<file path="src/rtl/spi_flash_responder_pkg.sv">
// Shared opcodes and state encoding for the SPI flash responders.
// The program/erase responder is expected to reuse the same state enum.
package spi_flash_pkg;

    localparam logic [7:0] OP_READ = 8'h03;
    localparam logic [7:0] OP_RDID = 8'h9F;
    localparam logic [7:0] OP_RDSR = 8'h05;
    localparam logic [7:0] OP_RES  = 8'hAB;

    typedef enum logic [2:0] {
        ST_IDLE,
        ST_CMD,
        ST_ADDR,
        ST_READ,
        ST_ID,
        ST_STAT,
        ST_DEVID,
        ST_IGNORE
    } state_e;

    // READ and RES both collect three address/dummy bytes first.
    function automatic state_e opcode_next_state(input logic [7:0] op);
        case (op)
            OP_READ, OP_RES: return ST_ADDR;
            OP_RDID:         return ST_ID;
            OP_RDSR:         return ST_STAT;
            default:         return ST_IGNORE;
        endcase
    endfunction

endpackage

</file>
<file path="src/rtl/spi_flash_responder_if.sv">
// SPI pins, memory read port and command monitor of the flash responder.
// slave = responder side, master = host/memory side.
interface spi_flash_responder_if #(
    parameter int ADDR_W = 24
);
    logic              spi_cs;
    logic              spi_sck;
    logic              spi_mosi;
    logic              spi_miso;
    logic              spi_miso_oe;
    logic [ADDR_W-1:0] mem_addr;
    logic              mem_rd;
    logic [7:0]        mem_data;
    logic [7:0]        status_in;
    logic              cmd_valid;
    logic [7:0]        cmd_byte;

    modport slave (
        input  spi_cs, spi_sck, spi_mosi, mem_data, status_in,
        output spi_miso, spi_miso_oe, mem_addr, mem_rd, cmd_valid, cmd_byte
    );

    modport master (
        output spi_cs, spi_sck, spi_mosi, mem_data, status_in,
        input  spi_miso, spi_miso_oe, mem_addr, mem_rd, cmd_valid, cmd_byte
    );
endinterface

</file>
<file path="src/rtl/spi_flash_responder_pin_sync.sv">
// Two-flop synchronisers plus a history flop for cs, sck and mosi,
// with sck edge detection in the clk domain.
module spi_pin_sync (
    input  logic clk,
    input  logic reset,
    input  logic cs_i,
    input  logic sck_i,
    input  logic mosi_i,
    output logic cs_n_o,
    output logic sck_rise_o,
    output logic sck_fall_o,
    output logic mosi_o
);
    localparam int PIN_MOSI = 0;
    localparam int PIN_SCK  = 1;
    localparam int PIN_CS   = 2;

    logic [2:0] pin_vec;
    assign pin_vec = {cs_i, sck_i, mosi_i};

    // cs resets to "selected" so a select held low across reset is never
    // mistaken for a fresh transaction start.
    genvar gi;
    generate
        for (gi = 0; gi < 3; gi++) begin : g_pin
            logic meta_q;
            logic sync_q;
            logic hist_q;
            always_ff @(posedge clk) begin
                if (reset) begin
                    meta_q <= 1'b0;
                    sync_q <= 1'b0;
                    hist_q <= 1'b0;
                end else begin
                    meta_q <= pin_vec[gi];
                    sync_q <= meta_q;
                    hist_q <= sync_q;
                end
            end
        end
    endgenerate

    // Deselect acts at once; select needs two consecutive low samples.
    assign cs_n_o     = g_pin[PIN_CS].sync_q | g_pin[PIN_CS].hist_q;
    assign sck_rise_o = g_pin[PIN_SCK].sync_q & ~g_pin[PIN_SCK].hist_q;
    assign sck_fall_o = ~g_pin[PIN_SCK].sync_q & g_pin[PIN_SCK].hist_q;
    assign mosi_o     = g_pin[PIN_MOSI].hist_q;

endmodule

</file>
<file path="src/rtl/spi_flash_responder.sv">
// SPI mode-0 target emulating the read command set of a serial NOR flash,
// serving data from a synchronous memory port prefetched one byte ahead.
module spi_flash_responder
    import spi_flash_pkg::*;
#(
    parameter int          ADDR_W   = 24,
    parameter logic [23:0] JEDEC_ID = 24'hEF4016,
    parameter logic [7:0]  DEV_ID   = 8'h15
) (
    input logic                  clk,
    input logic                  reset,
    spi_flash_responder_if.slave bus
);
    logic cs_n, sck_rise, sck_fall, mosi;

    spi_pin_sync u_pin_sync (
        .clk        (clk),
        .reset      (reset),
        .cs_i       (bus.spi_cs),
        .sck_i      (bus.spi_sck),
        .mosi_i     (bus.spi_mosi),
        .cs_n_o     (cs_n),
        .sck_rise_o (sck_rise),
        .sck_fall_o (sck_fall),
        .mosi_o     (mosi)
    );

    state_e            state_q, state_d;
    logic [2:0]        bit_cnt_q, bit_cnt_d;
    logic [7:0]        shift_in_q, shift_in_d;
    logic [7:0]        shift_out_q, shift_out_d;
    logic [23:0]       addr_q, addr_d;
    logic [1:0]        addr_cnt_q, addr_cnt_d;
    logic [1:0]        id_idx_q, id_idx_d;
    logic [ADDR_W-1:0] mem_addr_q, mem_addr_d;
    logic              mem_rd_q, mem_rd_d;
    logic              load_q, load_d;
    logic              cmd_valid_q, cmd_valid_d;
    logic [7:0]        cmd_byte_q, cmd_byte_d;
    logic              oe_q, oe_d;
    logic              armed_q, armed_d;
    logic [7:0]        in_byte;
    logic              byte_done;

    always_ff @(posedge clk) begin
        if (reset) begin
            state_q     <= ST_IDLE;
            bit_cnt_q   <= '0;
            shift_in_q  <= '0;
            shift_out_q <= '0;
            addr_q      <= '0;
            addr_cnt_q  <= '0;
            id_idx_q    <= '0;
            mem_addr_q  <= '0;
            mem_rd_q    <= 1'b0;
            load_q      <= 1'b0;
            cmd_valid_q <= 1'b0;
            cmd_byte_q  <= '0;
            oe_q        <= 1'b0;
            armed_q     <= 1'b0;
        end else begin
            state_q     <= state_d;
            bit_cnt_q   <= bit_cnt_d;
            shift_in_q  <= shift_in_d;
            shift_out_q <= shift_out_d;
            addr_q      <= addr_d;
            addr_cnt_q  <= addr_cnt_d;
            id_idx_q    <= id_idx_d;
            mem_addr_q  <= mem_addr_d;
            mem_rd_q    <= mem_rd_d;
            load_q      <= load_d;
            cmd_valid_q <= cmd_valid_d;
            cmd_byte_q  <= cmd_byte_d;
            oe_q        <= oe_d;
            armed_q     <= armed_d;
        end
    end

    always_comb begin
        state_d     = state_q;
        bit_cnt_d   = bit_cnt_q;
        shift_in_d  = shift_in_q;
        shift_out_d = shift_out_q;
        addr_d      = addr_q;
        addr_cnt_d  = addr_cnt_q;
        id_idx_d    = id_idx_q;
        mem_addr_d  = mem_addr_q;
        mem_rd_d    = 1'b0;
        load_d      = mem_rd_q;
        cmd_valid_d = 1'b0;
        cmd_byte_d  = cmd_byte_q;
        armed_d     = armed_q | cs_n;
        in_byte     = {shift_in_q[6:0], mosi};
        byte_done   = 1'b0;

        if (cs_n) begin
            state_d     = ST_IDLE;
            bit_cnt_d   = '0;
            shift_out_d = '0;
        end else if (state_q == ST_IDLE) begin
            // Only a select seen high since reset may start a transaction.
            if (armed_q) begin
                state_d = ST_CMD;
            end
        end else begin
            if (sck_rise) begin
                bit_cnt_d  = bit_cnt_q + 3'd1;
                shift_in_d = in_byte;
                byte_done  = (bit_cnt_q == 3'd7);
            end
            // The fall after the 8th rise keeps the freshly loaded bit 7.
            if (sck_fall && bit_cnt_q != 3'd0) begin
                shift_out_d = {shift_out_q[6:0], 1'b0};
            end
            if (load_q && state_q == ST_READ) begin
                shift_out_d = bus.mem_data;
            end
            if (byte_done) begin
                case (state_q)
                    ST_CMD: begin
                        cmd_byte_d  = in_byte;
                        cmd_valid_d = 1'b1;
                        state_d     = opcode_next_state(in_byte);
                        addr_cnt_d  = '0;
                        id_idx_d    = 2'd1;
                        case (in_byte)
                            OP_RDID: shift_out_d = JEDEC_ID[23:16];
                            OP_RDSR: shift_out_d = bus.status_in;
                            default: shift_out_d = '0;
                        endcase
                    end
                    ST_ADDR: begin
                        addr_d      = {addr_q[15:0], in_byte};
                        addr_cnt_d  = addr_cnt_q + 2'd1;
                        shift_out_d = '0;
                        if (addr_cnt_q == 2'd2) begin
                            if (cmd_byte_q == OP_READ) begin
                                mem_addr_d = ADDR_W'(addr_d);
                                mem_rd_d   = 1'b1;
                                state_d    = ST_READ;
                            end else begin
                                state_d     = ST_DEVID;
                                shift_out_d = DEV_ID;
                            end
                        end
                    end
                    ST_READ: begin
                        mem_addr_d = mem_addr_q + ADDR_W'(1);
                        mem_rd_d   = 1'b1;
                    end
                    ST_ID: begin
                        case (id_idx_q)
                            2'd1:    shift_out_d = JEDEC_ID[15:8];
                            2'd2:    shift_out_d = JEDEC_ID[7:0];
                            default: shift_out_d = '0;
                        endcase
                        if (id_idx_q != 2'd3) begin
                            id_idx_d = id_idx_q + 2'd1;
                        end
                    end
                    ST_STAT:  shift_out_d = bus.status_in;
                    ST_DEVID: shift_out_d = DEV_ID;
                    default:  shift_out_d = '0;
                endcase
            end
        end

        oe_d = !cs_n && (state_d != ST_IDLE);
    end

    assign bus.spi_miso    = shift_out_q[7];
    assign bus.spi_miso_oe = oe_q;
    assign bus.mem_addr    = mem_addr_q;
    assign bus.mem_rd      = mem_rd_q;
    assign bus.cmd_valid   = cmd_valid_q;
    assign bus.cmd_byte    = cmd_byte_q;

endmodule

</file>
<file path="src/flat_wrapper.sv">
// flat-port wrapper written by rule: the top's interface ports become plain ports
module spi_flash_responder_flat import spi_flash_pkg::*;
#(
    parameter int          ADDR_W   = 24,
    parameter logic [23:0] JEDEC_ID = 24'hEF4016,
    parameter logic [7:0]  DEV_ID   = 8'h15
)
  (clk, reset, bus_spi_cs, bus_spi_sck, bus_spi_mosi, bus_mem_data, bus_status_in, bus_spi_miso, bus_spi_miso_oe, bus_mem_addr, bus_mem_rd, bus_cmd_valid, bus_cmd_byte);
  spi_flash_responder_if #(.ADDR_W(ADDR_W)) bus_i ();
  input logic clk;
  input logic reset;
  input wire logic [$bits(bus_i.spi_cs)-1:0] bus_spi_cs;
  input wire logic [$bits(bus_i.spi_sck)-1:0] bus_spi_sck;
  input wire logic [$bits(bus_i.spi_mosi)-1:0] bus_spi_mosi;
  input wire logic [$bits(bus_i.mem_data)-1:0] bus_mem_data;
  input wire logic [$bits(bus_i.status_in)-1:0] bus_status_in;
  output wire logic [$bits(bus_i.spi_miso)-1:0] bus_spi_miso;
  output wire logic [$bits(bus_i.spi_miso_oe)-1:0] bus_spi_miso_oe;
  output wire logic [$bits(bus_i.mem_addr)-1:0] bus_mem_addr;
  output wire logic [$bits(bus_i.mem_rd)-1:0] bus_mem_rd;
  output wire logic [$bits(bus_i.cmd_valid)-1:0] bus_cmd_valid;
  output wire logic [$bits(bus_i.cmd_byte)-1:0] bus_cmd_byte;
  assign bus_i.spi_cs = bus_spi_cs;
  assign bus_i.spi_sck = bus_spi_sck;
  assign bus_i.spi_mosi = bus_spi_mosi;
  assign bus_i.mem_data = bus_mem_data;
  assign bus_i.status_in = bus_status_in;
  assign bus_spi_miso = bus_i.spi_miso;
  assign bus_spi_miso_oe = bus_i.spi_miso_oe;
  assign bus_mem_addr = bus_i.mem_addr;
  assign bus_mem_rd = bus_i.mem_rd;
  assign bus_cmd_valid = bus_i.cmd_valid;
  assign bus_cmd_byte = bus_i.cmd_byte;
  spi_flash_responder #(.ADDR_W(ADDR_W), .JEDEC_ID(JEDEC_ID), .DEV_ID(DEV_ID)) u_core (.clk(clk), .reset(reset), .bus(bus_i));
endmodule
</file>
<file path="config.mk">
export PLATFORM = sky130hd
export DESIGN_NAME = spi_flash_responder_flat
export DESIGN_NICKNAME = d
export VERILOG_FILES = /design/src/rtl/spi_flash_responder_pkg.sv /design/src/rtl/spi_flash_responder_if.sv /design/src/rtl/spi_flash_responder_pin_sync.sv /design/src/rtl/spi_flash_responder.sv /design/src/flat_wrapper.sv
export SDC_FILE = /design/constraint.sdc
export NUM_CORES = 1
export LEC_CHECK = 0
export BUFFER_PORTS_ARGS = -buffer_cell sky130_fd_sc_hd__buf_2
export CAP_MARGIN = 0
export CORE_ASPECT_RATIO = 0.75
export CORE_MARGIN = 1
export CORE_UTILIZATION = 25
export CTS_BUF_LIST = sky130_fd_sc_hd__clkbuf_4
export DETAILED_ROUTE_END_ITERATION = 10
export PLACE_DENSITY = 0.48
export SLEW_MARGIN = 30
export SYNTH_ARGS = -nofsm -noshare
export SYNTH_HDL_FRONTEND = slang
export SYNTH_SLANG_ARGS = --single-unit
</file>
<file path="constraint.sdc">
create_clock -name clk -period 2 [get_ports clk]
set_input_delay 0.3 -clock clk [delete_from_list [all_inputs] [get_ports clk]]
set_output_delay 0.3 -clock clk [all_outputs]
set_load 0.01 [all_outputs]
</file>
==> qor.txt <==
CTS tree: yes
Final wirelength: 13800 um
Tcrit/Tclk final: 98.4%
Commonest cells post-synth: dfxtp_1, nor2_1, nand2_1
Leakage: 2.24 nW
Die Wd: 157 um
FMAX: 508 MHz
Clock buffer count from CTS: 9
Via count: 4339
Final core occ: 31.9%
Final worst setup slack: 32.0 ps
Half-perimeter wire length after placement: 9940 um
Antenna violations before repair: 1
Slew headroom: 60.7%
WHS: 59.8 ps
Synth Warn #: 0
Mean number of vias per cell: 5.03
Rows: 41
FF+latch count, synth: 87
DRT antenna net count: 0
Area grow syn2layout: 22.2%
Gpl congestion: 0.817
Final number of setup-violating endpoints: 0
Critical path class: reg2reg
Syn avg cell area: 8.27 um2
WP data required: 2400 ps
Clk_lat worst skew: 460 ps
RSZ-0062 raised after global routing: true
Setup_tns: 0 ps
Die Y-Extent: 118 um
Count of final hold-check violations: 0
DR pass1 iterations: 5
Critical Path Source Type: register
Area contributors post-synth: dfxtp_1, mux2i_1, nor2_1
Yosys cell types: 65
Clock sinks: 87
Post-Place Worst Slack: 27.2 ps
Crit path max fanout: 11
Drt drc: 0
1st-iter DRT viols: 346
Seq/Total Area, Yosys: 38.9%
Nets: 650
Largest net degree at the start of global routing: 49
Post-layout min period: 1970 ps
Core footprint: 0.0172 mm2
Max-Cap Viols: 0
Clock Tree Buf Depth: 2
First-pass GRT wire length: 22400 um
Top-count cell post-synth: dfxtp_1
Critical path arrival: 2370 ps
Run status: complete, no violations
Die area: 0.0185 mm2
Area share of the largest cell type after synthesis: 38.9%
H-tree Lvls: 3
Global route total overflow: 0
Vias in the first global route: 4137
EDFF count, synth: 0
Reg clk slew, reported paths: 140 ps
Mapped Cells: 542
Ys flop type: dfxtp_1
Synthesized area: 0.00448 mm2
Worst Tran Pin Value: 584 ps
Hold WC Path Type: in2reg
Root buf cell: clkbuf_4
CP Capture Type: register
Area leader, netlist: dfxtp_1
Port Buffers: 56
VDD IR-drop max: 0.313 mV
Share of post-route cells with drive strength above 1: 24.2%
Initial core utilization: 26.1%
Pwr Density: 512 mW/mm2
IO Count: 57
Post-Syn Nets: 571
Max Clock Skew: 20.9 ps
Total power: 2.80 mW
Async set-reset flop share out of synthesis: 0%
Routed length per instance: 16.0 um
Final slew viol count: 0
GRT Util Overall: 15.6%
final timing paths:
path / from / to / slack (ps) / depth (start not counted)
setup / recovery: u_core.bus.cmd_byte[5] / u_core.bus.mem_addr[22] / 30 / 7
hold / removal: bus_spi_sck / u_core.u_pin_sync.g_pin[1].meta_q / 60 / 2
setup reg to reg: u_core.bus.cmd_byte[5] / u_core.bus.mem_addr[22] / 30 / 7
hold reg to reg: u_core.u_pin_sync.g_pin[0].meta_q / u_core.u_pin_sync.g_pin[0].sync_q / 450 / 1
state kept, by name, indices dropped and copies added (netlist names):
| name | flops |
|---|---|
| u_core.bus.mem_addr | 24 |
| u_core.addr_q | 16 |
| u_core.bus.cmd_byte | 8 |
| u_core.shift_out_q | 8 |
| u_core.shift_in_q | 7 |
| u_core.bit_cnt_q | 3 |
| u_core.state_q | 3 |
| u_core.u_pin_sync.g_pin.meta_q | 3 |
| u_core.u_pin_sync.g_pin.sync_q | 3 |
| u_core.addr_cnt_q | 2 |
| u_core.id_idx_q | 2 |
| u_core.u_pin_sync.g_pin.hist_q | 2 |
| u_core.armed_q | 1 |
| u_core.bus.cmd_valid | 1 |
| u_core.bus.mem_rd | 1 |
| u_core.bus.spi_miso_oe | 1 |
| u_core.load_q | 1 |
| u_core.u_pin_sync.mosi_o | 1 |
metal layers:
layer / routed length [um] / part of all wire [%] / track usage (%)
met4: 183 / 1.3 / 4.04
met3: 790 / 5.7 / 3.79
met2: 5780 / 42 / 22.0
met5: 0 / 0 / 0
met1: 7030 / 51 / 23.1
power breakdown:
group,internal (mW),switching [mW]
clock,0.301,0.599
sequential,1.75,0.0107
combinational,0.0573,0.0860
cell families after synthesis:
| family | synth area share (%) |
|---|---|
| AND/OR/NAND/NOR | 26.3 |
| AO/OA/AOI/OAI | 20.8 |
| flip-flops | 38.9 |
| buffers and inverters | 4.58 |
| multiplexers | 6.95 |
| adder cells (fa/ha/maj) | 2.23 |
| XOR/XNOR | 0.196 |
timing repair:
item	CTS	global route
pin swaps	0	3
setup buffers	0	3
endpoints found under the hold margin	1	0
resized for setup	1	14
cloned	0	0
setup endpoints to repair	1	56
hold buffers	1	0
cell usage in the layout, fill, tap and decap left out, types with 4 or more instances in the layout:
cell,netlist,layout
a211oi_1,8,7
a21o_1,10,10
a21oi_1,40,40
a31oi_1,15,15
and3_1,8,8
and4_1,4,4
buf_12,0,5
buf_2,11,56
buf_4,0,45
clkbuf_4,0,13
dfxtp_1,87,81
dfxtp_2,0,6
ha_1,8,7
inv_1,6,6
mux2i_1,30,29
nand2_1,51,50
nand2b_1,14,14
nand3_1,23,23
nand4_1,8,8
nor2_1,62,62
nor2b_1,19,19
nor3_1,12,10
nor3b_1,4,4
nor4_1,5,5
o211ai_1,4,4
o21ai_0,22,22
o32ai_1,4,4
area by class of cell:
cell class / count / area [um2]
clock inverters: 2 / 8.76
clock buffers: 13 / 97.6
multi-input cells: 410 / 2570
fillers: 1801 / 11700
flip-flops and latches: 87 / 1750
well taps: 236 / 295
repair buffers: 107 / 728
diodes: 1 / 2.50
inverters: 6 / 22.5
worst max-delay path: stages, from the launching register on:
cell	delay, ps
dfxtp_1	340
or4b_4	560
nor3_4	290
buf_4	170
o21a_4	220
buf_12	140
a21oi_1	60
nor3_2	130
metrics by stage:
stage,instance area [um2],cells
CTS,5400,858
floorplan,4480,542
finish,5480,862
global route,5480,862
detailed placement,5280,842
global placement,5280,842
No activity file was read; power rests on OpenSTA's default activity.
